--- config.mk ---
export PLATFORM = sky130hd
export DESIGN_NAME = ad3542_spi_rx
export DESIGN_NICKNAME = d
export VERILOG_FILES = /design/src/rtl/ad3542_pkg.sv /design/src/rtl/spi_in_sync.sv /design/src/rtl/ad3542_spi_rx.sv
export SDC_FILE = /design/constraint.sdc
export NUM_CORES = 1
export LEC_CHECK = 0
export ABC_AREA = 1
export ABC_CLOCK_PERIOD_IN_PS = 3200
export CORE_ASPECT_RATIO = 0.5
export CORE_MARGIN = 2
export CORE_UTILIZATION = 53
export CTS_BUF_LIST = sky130_fd_sc_hd__clkbuf_16
export CTS_CLUSTER_DIAMETER = 50
export CTS_CLUSTER_SIZE = 14
export DETAILED_ROUTE_END_ITERATION = 6
export GPL_ROUTABILITY_DRIVEN = 0
export GPL_TIMING_DRIVEN = 1
export PLACE_DENSITY = 0.78
export RECOVER_POWER = 25
export SETUP_SLACK_MARGIN = 0.2
export SLEW_MARGIN = 10
export SYNTH_ARGS = -nofsm -noshare
export SYNTH_HDL_FRONTEND = slang
export SYNTH_SLANG_ARGS = --single-unit
export TNS_END_PERCENT = 50
--- constraint.sdc ---
create_clock -name clk -period 3.2 [get_ports clk]
set_input_delay 0.64 -clock clk [delete_from_list [all_inputs] [get_ports clk]]
set_output_delay 0.64 -clock clk [all_outputs]
set_load 0.02 [all_outputs]
--- src/rtl/ad3542_pkg.sv ---
// Shared types and constants for the AD3542 SPI receive path.
package ad3542_pkg;

    typedef enum logic [1:0] {
        IDLE   = 2'd0,
        INSTR  = 2'd1,
        DATA   = 2'd2,
        IGNORE = 2'd3
    } state_e;

    localparam int         RW_BIT       = 7;
    localparam logic [6:0] CH0_ADDR_DEF = 7'h2B;
    localparam logic [6:0] CH1_ADDR_DEF = 7'h2D;

    // Address of the LSB byte that sits just below a channel's MSB byte.
    function automatic logic [6:0] lsb_addr(input logic [6:0] msb_addr);
        return msb_addr - 7'd1;
    endfunction

endpackage

--- src/rtl/spi_in_sync.sv ---
// Synchronizes the SPI line bundle into clk and produces sclk/cs edge strobes.
module spi_in_sync #(
    parameter int SYNC_STAGES = 2
) (
    input  logic clk,
    input  logic rst_n,
    input  logic sclk,
    input  logic cs,
    input  logic sdio0,
    input  logic sdio1,
    output logic sclk_rise,
    output logic cs_fall,
    output logic cs_rise,
    output logic sdio0_s,
    output logic sdio1_s
);

    localparam int         W          = 4 * SYNC_STAGES;
    // Bundle order {cs, sclk, sdio1, sdio0}; the idle bus has cs high.
    localparam logic [3:0] IDLE_LINES = 4'b1000;

    logic [W-1:0] chain_q, chain_d;
    logic [1:0]   prev_q, prev_d;
    logic [3:0]   lines;

    always_comb begin
        chain_d   = {chain_q[W-5:0], cs, sclk, sdio1, sdio0};
        lines     = chain_q[W-1 -: 4];
        prev_d    = lines[3:2];
        sclk_rise = lines[2] & ~prev_q[0];
        cs_fall   = ~lines[3] & prev_q[1];
        cs_rise   = lines[3] & ~prev_q[1];
        sdio1_s   = lines[1];
        sdio0_s   = lines[0];
    end

    always_ff @(posedge clk or negedge rst_n) begin
        if (!rst_n) begin
            chain_q <= {SYNC_STAGES{IDLE_LINES}};
            prev_q  <= 2'b10;
        end else begin
            chain_q <= chain_d;
            prev_q  <= prev_d;
        end
    end

endmodule

--- src/rtl/ad3542_spi_rx.sv ---
// AD3542 SPI responder: decodes instruction/data frames into register writes,
// read requests and reconstructed 16-bit DAC channel codes.
module ad3542_spi_rx
    import ad3542_pkg::*;
#(
    parameter logic [6:0] CH0_ADDR    = CH0_ADDR_DEF,
    parameter logic [6:0] CH1_ADDR    = CH1_ADDR_DEF,
    parameter int         SYNC_STAGES = 2
) (
    input  logic        clk,
    input  logic        reset_x,
    input  logic        dual_mode,
    input  logic        spi_sclk,
    input  logic        spi_cs,
    input  logic        spi_sdio0,
    input  logic        spi_sdio1,
    output logic        wr_valid,
    output logic [6:0]  wr_addr,
    output logic [7:0]  wr_data,
    output logic        rd_req,
    output logic [6:0]  rd_addr,
    output logic [15:0] dac_0,
    output logic [15:0] dac_1,
    output logic        dac_0_upd,
    output logic        dac_1_upd,
    output logic        frame_err,
    output logic        busy
);

    logic sclk_rise, cs_fall, cs_rise, sdio0_s, sdio1_s;

    spi_in_sync #(.SYNC_STAGES(SYNC_STAGES)) u_sync (
        .clk       (clk),
        .rst_n     (reset_x),
        .sclk      (spi_sclk),
        .cs        (spi_cs),
        .sdio0     (spi_sdio0),
        .sdio1     (spi_sdio1),
        .sclk_rise (sclk_rise),
        .cs_fall   (cs_fall),
        .cs_rise   (cs_rise),
        .sdio0_s   (sdio0_s),
        .sdio1_s   (sdio1_s)
    );

    state_e      state_q, state_d;
    logic [2:0]  bit_cnt_q, bit_cnt_d;
    logic [7:0]  shift_q, shift_d;
    logic        dual_q, dual_d;
    logic [6:0]  cur_addr_q, cur_addr_d;
    logic        wr_valid_q, wr_valid_d;
    logic [6:0]  wr_addr_q, wr_addr_d;
    logic [7:0]  wr_data_q, wr_data_d;
    logic        rd_req_q, rd_req_d;
    logic [6:0]  rd_addr_q, rd_addr_d;
    logic [7:0]  stg_0_q, stg_0_d, stg_1_q, stg_1_d;
    logic [15:0] dac_0_q, dac_0_d, dac_1_q, dac_1_d;
    logic        dac_0_upd_q, dac_0_upd_d, dac_1_upd_q, dac_1_upd_d;
    logic        frame_err_q, frame_err_d;

    logic        two_lane;
    logic        byte_last;
    logic [7:0]  shift_nxt;

    always_comb begin
        state_d     = state_q;
        bit_cnt_d   = bit_cnt_q;
        shift_d     = shift_q;
        dual_d      = dual_q;
        cur_addr_d  = cur_addr_q;
        wr_valid_d  = 1'b0;
        wr_addr_d   = wr_addr_q;
        wr_data_d   = wr_data_q;
        rd_req_d    = 1'b0;
        rd_addr_d   = rd_addr_q;
        stg_0_d     = stg_0_q;
        stg_1_d     = stg_1_q;
        dac_0_d     = dac_0_q;
        dac_1_d     = dac_1_q;
        dac_0_upd_d = 1'b0;
        dac_1_upd_d = 1'b0;
        frame_err_d = 1'b0;

        // The instruction byte is always single lane; only data bytes use two.
        two_lane  = (state_q == DATA) && dual_q;
        byte_last = two_lane ? (bit_cnt_q == 3'd3) : (bit_cnt_q == 3'd7);
        shift_nxt = two_lane ? {shift_q[5:0], sdio1_s, sdio0_s}
                             : {shift_q[6:0], sdio0_s};

        case (state_q)
            IDLE: begin
                if (cs_fall) begin
                    state_d   = INSTR;
                    bit_cnt_d = 3'd0;
                    shift_d   = 8'h00;
                    dual_d    = dual_mode;
                end
            end
            INSTR: begin
                if (sclk_rise) begin
                    shift_d   = shift_nxt;
                    bit_cnt_d = byte_last ? 3'd0 : bit_cnt_q + 3'd1;
                    if (byte_last) begin
                        if (shift_nxt[RW_BIT]) begin
                            rd_req_d  = 1'b1;
                            rd_addr_d = shift_nxt[6:0];
                            state_d   = IGNORE;
                        end else begin
                            cur_addr_d = shift_nxt[6:0];
                            state_d    = DATA;
                        end
                    end
                end
            end
            DATA: begin
                if (sclk_rise) begin
                    shift_d   = shift_nxt;
                    bit_cnt_d = byte_last ? 3'd0 : bit_cnt_q + 3'd1;
                    if (byte_last) begin
                        wr_valid_d = 1'b1;
                        wr_addr_d  = cur_addr_q;
                        wr_data_d  = shift_nxt;
                        cur_addr_d = cur_addr_q - 7'd1;
                    end
                end
            end
            default: ;
        endcase

        // The edge above is applied first, so a byte finished together with cs rise is no error.
        if (cs_rise && (state_q != IDLE)) begin
            state_d = IDLE;
            if (((state_q == INSTR) || (state_q == DATA)) && (bit_cnt_d != 3'd0)) begin
                frame_err_d = 1'b1;
            end
        end

        if (wr_valid_q) begin
            if (wr_addr_q == CH0_ADDR) stg_0_d = wr_data_q;
            if (wr_addr_q == CH1_ADDR) stg_1_d = wr_data_q;
            if (wr_addr_q == lsb_addr(CH0_ADDR)) begin
                dac_0_d     = {stg_0_q, wr_data_q};
                dac_0_upd_d = 1'b1;
            end
            if (wr_addr_q == lsb_addr(CH1_ADDR)) begin
                dac_1_d     = {stg_1_q, wr_data_q};
                dac_1_upd_d = 1'b1;
            end
        end
    end

    always_ff @(posedge clk or negedge reset_x) begin
        if (!reset_x) begin
            state_q     <= IDLE;
            bit_cnt_q   <= 3'd0;
            shift_q     <= 8'h00;
            dual_q      <= 1'b0;
            cur_addr_q  <= 7'h00;
            wr_valid_q  <= 1'b0;
            wr_addr_q   <= 7'h00;
            wr_data_q   <= 8'h00;
            rd_req_q    <= 1'b0;
            rd_addr_q   <= 7'h00;
            stg_0_q     <= 8'h00;
            stg_1_q     <= 8'h00;
            dac_0_q     <= 16'h0000;
            dac_1_q     <= 16'h0000;
            dac_0_upd_q <= 1'b0;
            dac_1_upd_q <= 1'b0;
            frame_err_q <= 1'b0;
        end else begin
            state_q     <= state_d;
            bit_cnt_q   <= bit_cnt_d;
            shift_q     <= shift_d;
            dual_q      <= dual_d;
            cur_addr_q  <= cur_addr_d;
            wr_valid_q  <= wr_valid_d;
            wr_addr_q   <= wr_addr_d;
            wr_data_q   <= wr_data_d;
            rd_req_q    <= rd_req_d;
            rd_addr_q   <= rd_addr_d;
            stg_0_q     <= stg_0_d;
            stg_1_q     <= stg_1_d;
            dac_0_q     <= dac_0_d;
            dac_1_q     <= dac_1_d;
            dac_0_upd_q <= dac_0_upd_d;
            dac_1_upd_q <= dac_1_upd_d;
            frame_err_q <= frame_err_d;
        end
    end

    assign wr_valid  = wr_valid_q;
    assign wr_addr   = wr_addr_q;
    assign wr_data   = wr_data_q;
    assign rd_req    = rd_req_q;
    assign rd_addr   = rd_addr_q;
    assign dac_0     = dac_0_q;
    assign dac_1     = dac_1_q;
    assign dac_0_upd = dac_0_upd_q;
    assign dac_1_upd = dac_1_upd_q;
    assign frame_err = frame_err_q;
    assign busy      = (state_q != IDLE);

endmodule

==> impl_results.md <==
* Sw Share at 0.329
* Worst Skew at 7.68 ps
* Final hold vios at 0
* Warnings, synthesis at 0
* Placed instance area at 5230 µm²
* Register area share after synthesis at 0.583
* Register share of total power at 0.426
* CTS Sinks at 105
* Final Power at around 3.6 mW
* Post-Syn Instances at 479
* Synth Area in Compound Gates at 0.120
* R2r setup slk at 1000 ps
* WL final at slightly below 9 mm
* Critical Path RT at ~2600 ps
* I/O pin total at 67
* Reg-to-Reg End: cur_addr_q[3]
* RSZ-0062 raised after global routing: no
* Hold Crit Class: reg -> reg
* Largest cells by area after synthesis: dfrtp_1, nand2_1, o21ai_2
* Htree depth at 3
* Clk root buf: clkbuf_16
* Synth Register Bits at 105
* Synth Area in XOR/XNOR at 0.00582
* Final worst path period need at 2440 ps
* Die area at slightly above 9000 µm²
* WL/cell at 13.4 µm
* Routed vias at about 3200
* Synth unique cells at 30
* Top cell by count, worst path: inv_1
* Synthesis-to-finish area growth at 22.6%
* Crit share post-route at 0.761
* First-pass GRT wire length at 14.9 mm
* Share of cells above drive strength 1 at 0.122
* Initial DRC count at 212
* Max_cap viols at 1
* ANT cells at 0
* Max-slew headroom at -0.181
* Largest net degree at the start of global routing at between 70 and 80
* Number of vias per cell at ~4.9
* Post-route setup TNS at 0 ps
* Clock power frac at 0.317
* Synth Area in Simple Gates at 0.204
* Hpwl dp at 6.09 mm
* Syn_area_per_cell at approximately 9.4 µm²
* Reg-to-reg startpoint: state_q[0]
* CTS tree: built
* GRT overflow at 0
* Final Util at 0.680
* Core area at 8140 µm²
* DRC at 0
* Initial Utilization at 0.554
* Hold-fix buffers at CTS at 0
* CP endpoint: busy
* Post-CTS Setup Inserts at 0
* Die width at 135 µm
* Syn Nets at 492
* Fillers at between 600 and 700
* Final Max Slew Viols at 71
* Highest cell delay on the worst timing path at 620 ps
* Die H at 69.3 µm
* Vias in the first global route at 3106
* Pleak at 2.64 nW
* Setup violations, final at 0
* Post-synthesis mux area share at 0.00249
* CP Cell Sequence: inv_1 -> ha_1 -> inv_1 -> clkdlybuf4s50_1
* Initial antenna violation count at 0
* Highest Clock Rate at 411 MHz
* Largest family of logic cells by synthesized area: simple AND/OR/NAND/NOR gates
* DRT Pass-1 Iters at 5
* Site Rows at 23
* Worst-Skew Late Latency at 340 ps
* Combinational Power Share at 0.257
* CP Launch Point: state_q[0]
* CP Depth at 4
* Clock slew at the register clock pins of the worst setup and hold paths at around 60 ps
* Yosys top cell area share at 0.565
* Failing checks: capacitance limit, slew limit
* Design Area, Final at 5530 µm²
* Internal at between 2 and 2.5 mW
* Synthesized cell area at approximately 4500 µm²
* Critical Path AT at 1800 ps
* Crit end category: primary output
* Setup CP Type: reg -> out
* Worst path slowest cell: clkdlybuf4s50_1
* GRT Total Usage at 0.205
* CP max FO at 4
* Clock tree buffer depth at 2
* Run status: finished with violations
* IO Port Bufs at 66
* Layout Nets at 557
* Cell taking the most area after synthesis: dfrtp_1
* Sw power at 1.18 mW
* Total CTS buffers at 9
* WP buf/inv at 3
* Post-cts resize count at 0
* Worst VDD drop at around 0.38 mV
* Final ANT Viol Nets at 0
* Transition time of the tightest slew-check pin at 1770 ps
* Crit-path leading delay family: buffers and inverters
* Worst setup SP type: register
* Adder-cell share of the synthesized area at 0.0166
* R2R cell count at 9
* PD cells at 649 nW/µm²
==> flip-flops by register name, indices dropped and copies added, names as in the netlist <==
signal          count
rd_req              1
dac_0_upd           1
dac_0              16
dac_1_upd           1
wr_data             8
wr_valid            1
wr_addr             7
shift_q             7
state_q             2
bit_cnt_q           3
u_sync.prev_q       2
stg_1_q             8
dual_q              1
u_sync.chain_q      8
dac_1              16
cur_addr_q          7
frame_err           1
stg_0_q             8
rd_addr             7
==> cell usage after synthesis <==
| master | count |
|---|---|
| nand2_4 | 1 |
| dfrtp_1 | 102 |
| o21a_1 | 2 |
| buf_6 | 6 |
| ha_1 | 6 |
| nand3b_1 | 2 |
| nor3_1 | 1 |
| nand2_2 | 5 |
| inv_2 | 2 |
| nor2_1 | 14 |
| buf_2 | 5 |
| nor2_4 | 2 |
| a21oi_2 | 1 |
| buf_4 | 2 |
| a21oi_1 | 2 |
| xnor2_1 | 1 |
| dfstp_2 | 3 |
| o22ai_1 | 1 |
| o21ai_2 | 34 |
| nand4_1 | 4 |
| inv_1 | 50 |
| nand3_2 | 2 |
| o21ai_0 | 31 |
| xor2_1 | 2 |
| nand2_1 | 166 |
| nor4_4 | 1 |
| nand3_1 | 19 |
| mux2_2 | 1 |
| clkinv_1 | 1 |
| o21ai_1 | 10 |
==> final cells by class <==
class | count | area, µm² | area share
sequential | 105 | 2630 | 0.475
multi-input combinational | 308 | 1580 | 0.285
timing repair buffer | 67 | 676 | 0.122
clock buffer | 9 | 225 | 0.0407
inverter | 53 | 199 | 0.0359
tap | 112 | 140 | 0.0253
clock inverter | 6 | 85.1 | 0.0154
==> worst reg2reg max path, delay by kind of cell (launching register included) <==
| kind | cells | cell delay [ps] |
|---|---|---|
| adders and majority gates | 1 | 400 |
| AOI/OAI and AO/OA | 1 | 170 |
| DFF | 1 | 410 |
| buffers and inverters | 1 | 90 |
| and+or+nand+nor | 6 | 1030 |
==> through the flow <==
stage / setup slack (ps) / hold WS, ps / instances
global route: 667 / 357 / 660
CTS: 756 / 356 / 660
finish: 764 / 353 / 660
detailed placement: 1030 / 340 / 645
global placement: 1100 / 333 / 645
floorplan: 1610 / 331 / 479
==> worst min path at each step <==
stage,slack (ps),to,startpoint,cells past startpoint
final,350,u_sync.chain_q[6],u_sync.chain_q[2],0
after global routing,360,u_sync.chain_q[6],u_sync.chain_q[2],0
after CTS,360,u_sync.chain_q[6],u_sync.chain_q[2],0
after detailed placement,340,u_sync.chain_q[6],u_sync.chain_q[2],0
after global placement,330,u_sync.chain_q[4],u_sync.chain_q[0],0
after floorplan,330,u_sync.chain_q[4],u_sync.chain_q[0],0
==> cells in the final DEF, fill, tap and decap left out, drive strengths merged, types with 3 or more instances in the layout <==
cell type	n
nand2	172
dfrtp	102
o21ai	75
clkdlybuf4s50	61
inv	53
nand3	21
nor2	16
clkbuf	10
ha	6
nand4	4
dlygate4sd3	4
a21oi	3
dfstp	3
clkinv	3
==> kinds of logic after synthesis <==
logic type / Yosys count
DFF: 105
AOI/OAI and AO/OA: 81
muxes: 1
adders and majority gates: 6
and+or+nand+nor: 217
buffers and inverters: 66
xor gates and xnor gates: 3
==> metal layers <==
layer | part of all wire | vias to the layer above | GRT usage
met2 | 0.49 | 50 | 0.336
met5 | 0 | - | 0
li1 | - | 1643 | -
met4 | 0.013 | 0 | 0.0538
met3 | 0.038 | 10 | 0.0563
met1 | 0.46 | 1530 | 0.271
==> power by group through the flow <==
stage	clock [mW]	sequential (mW)	combinational [mW]
after floorplan	0	1.53	0.698
after global placement	0	1.55	0.895
after detailed placement	0	1.55	0.914
after CTS	1.17	1.53	0.929
after global routing	1.22	1.54	1.04
final	1.14	1.53	0.923
Power figures use the tool's default switching activity.
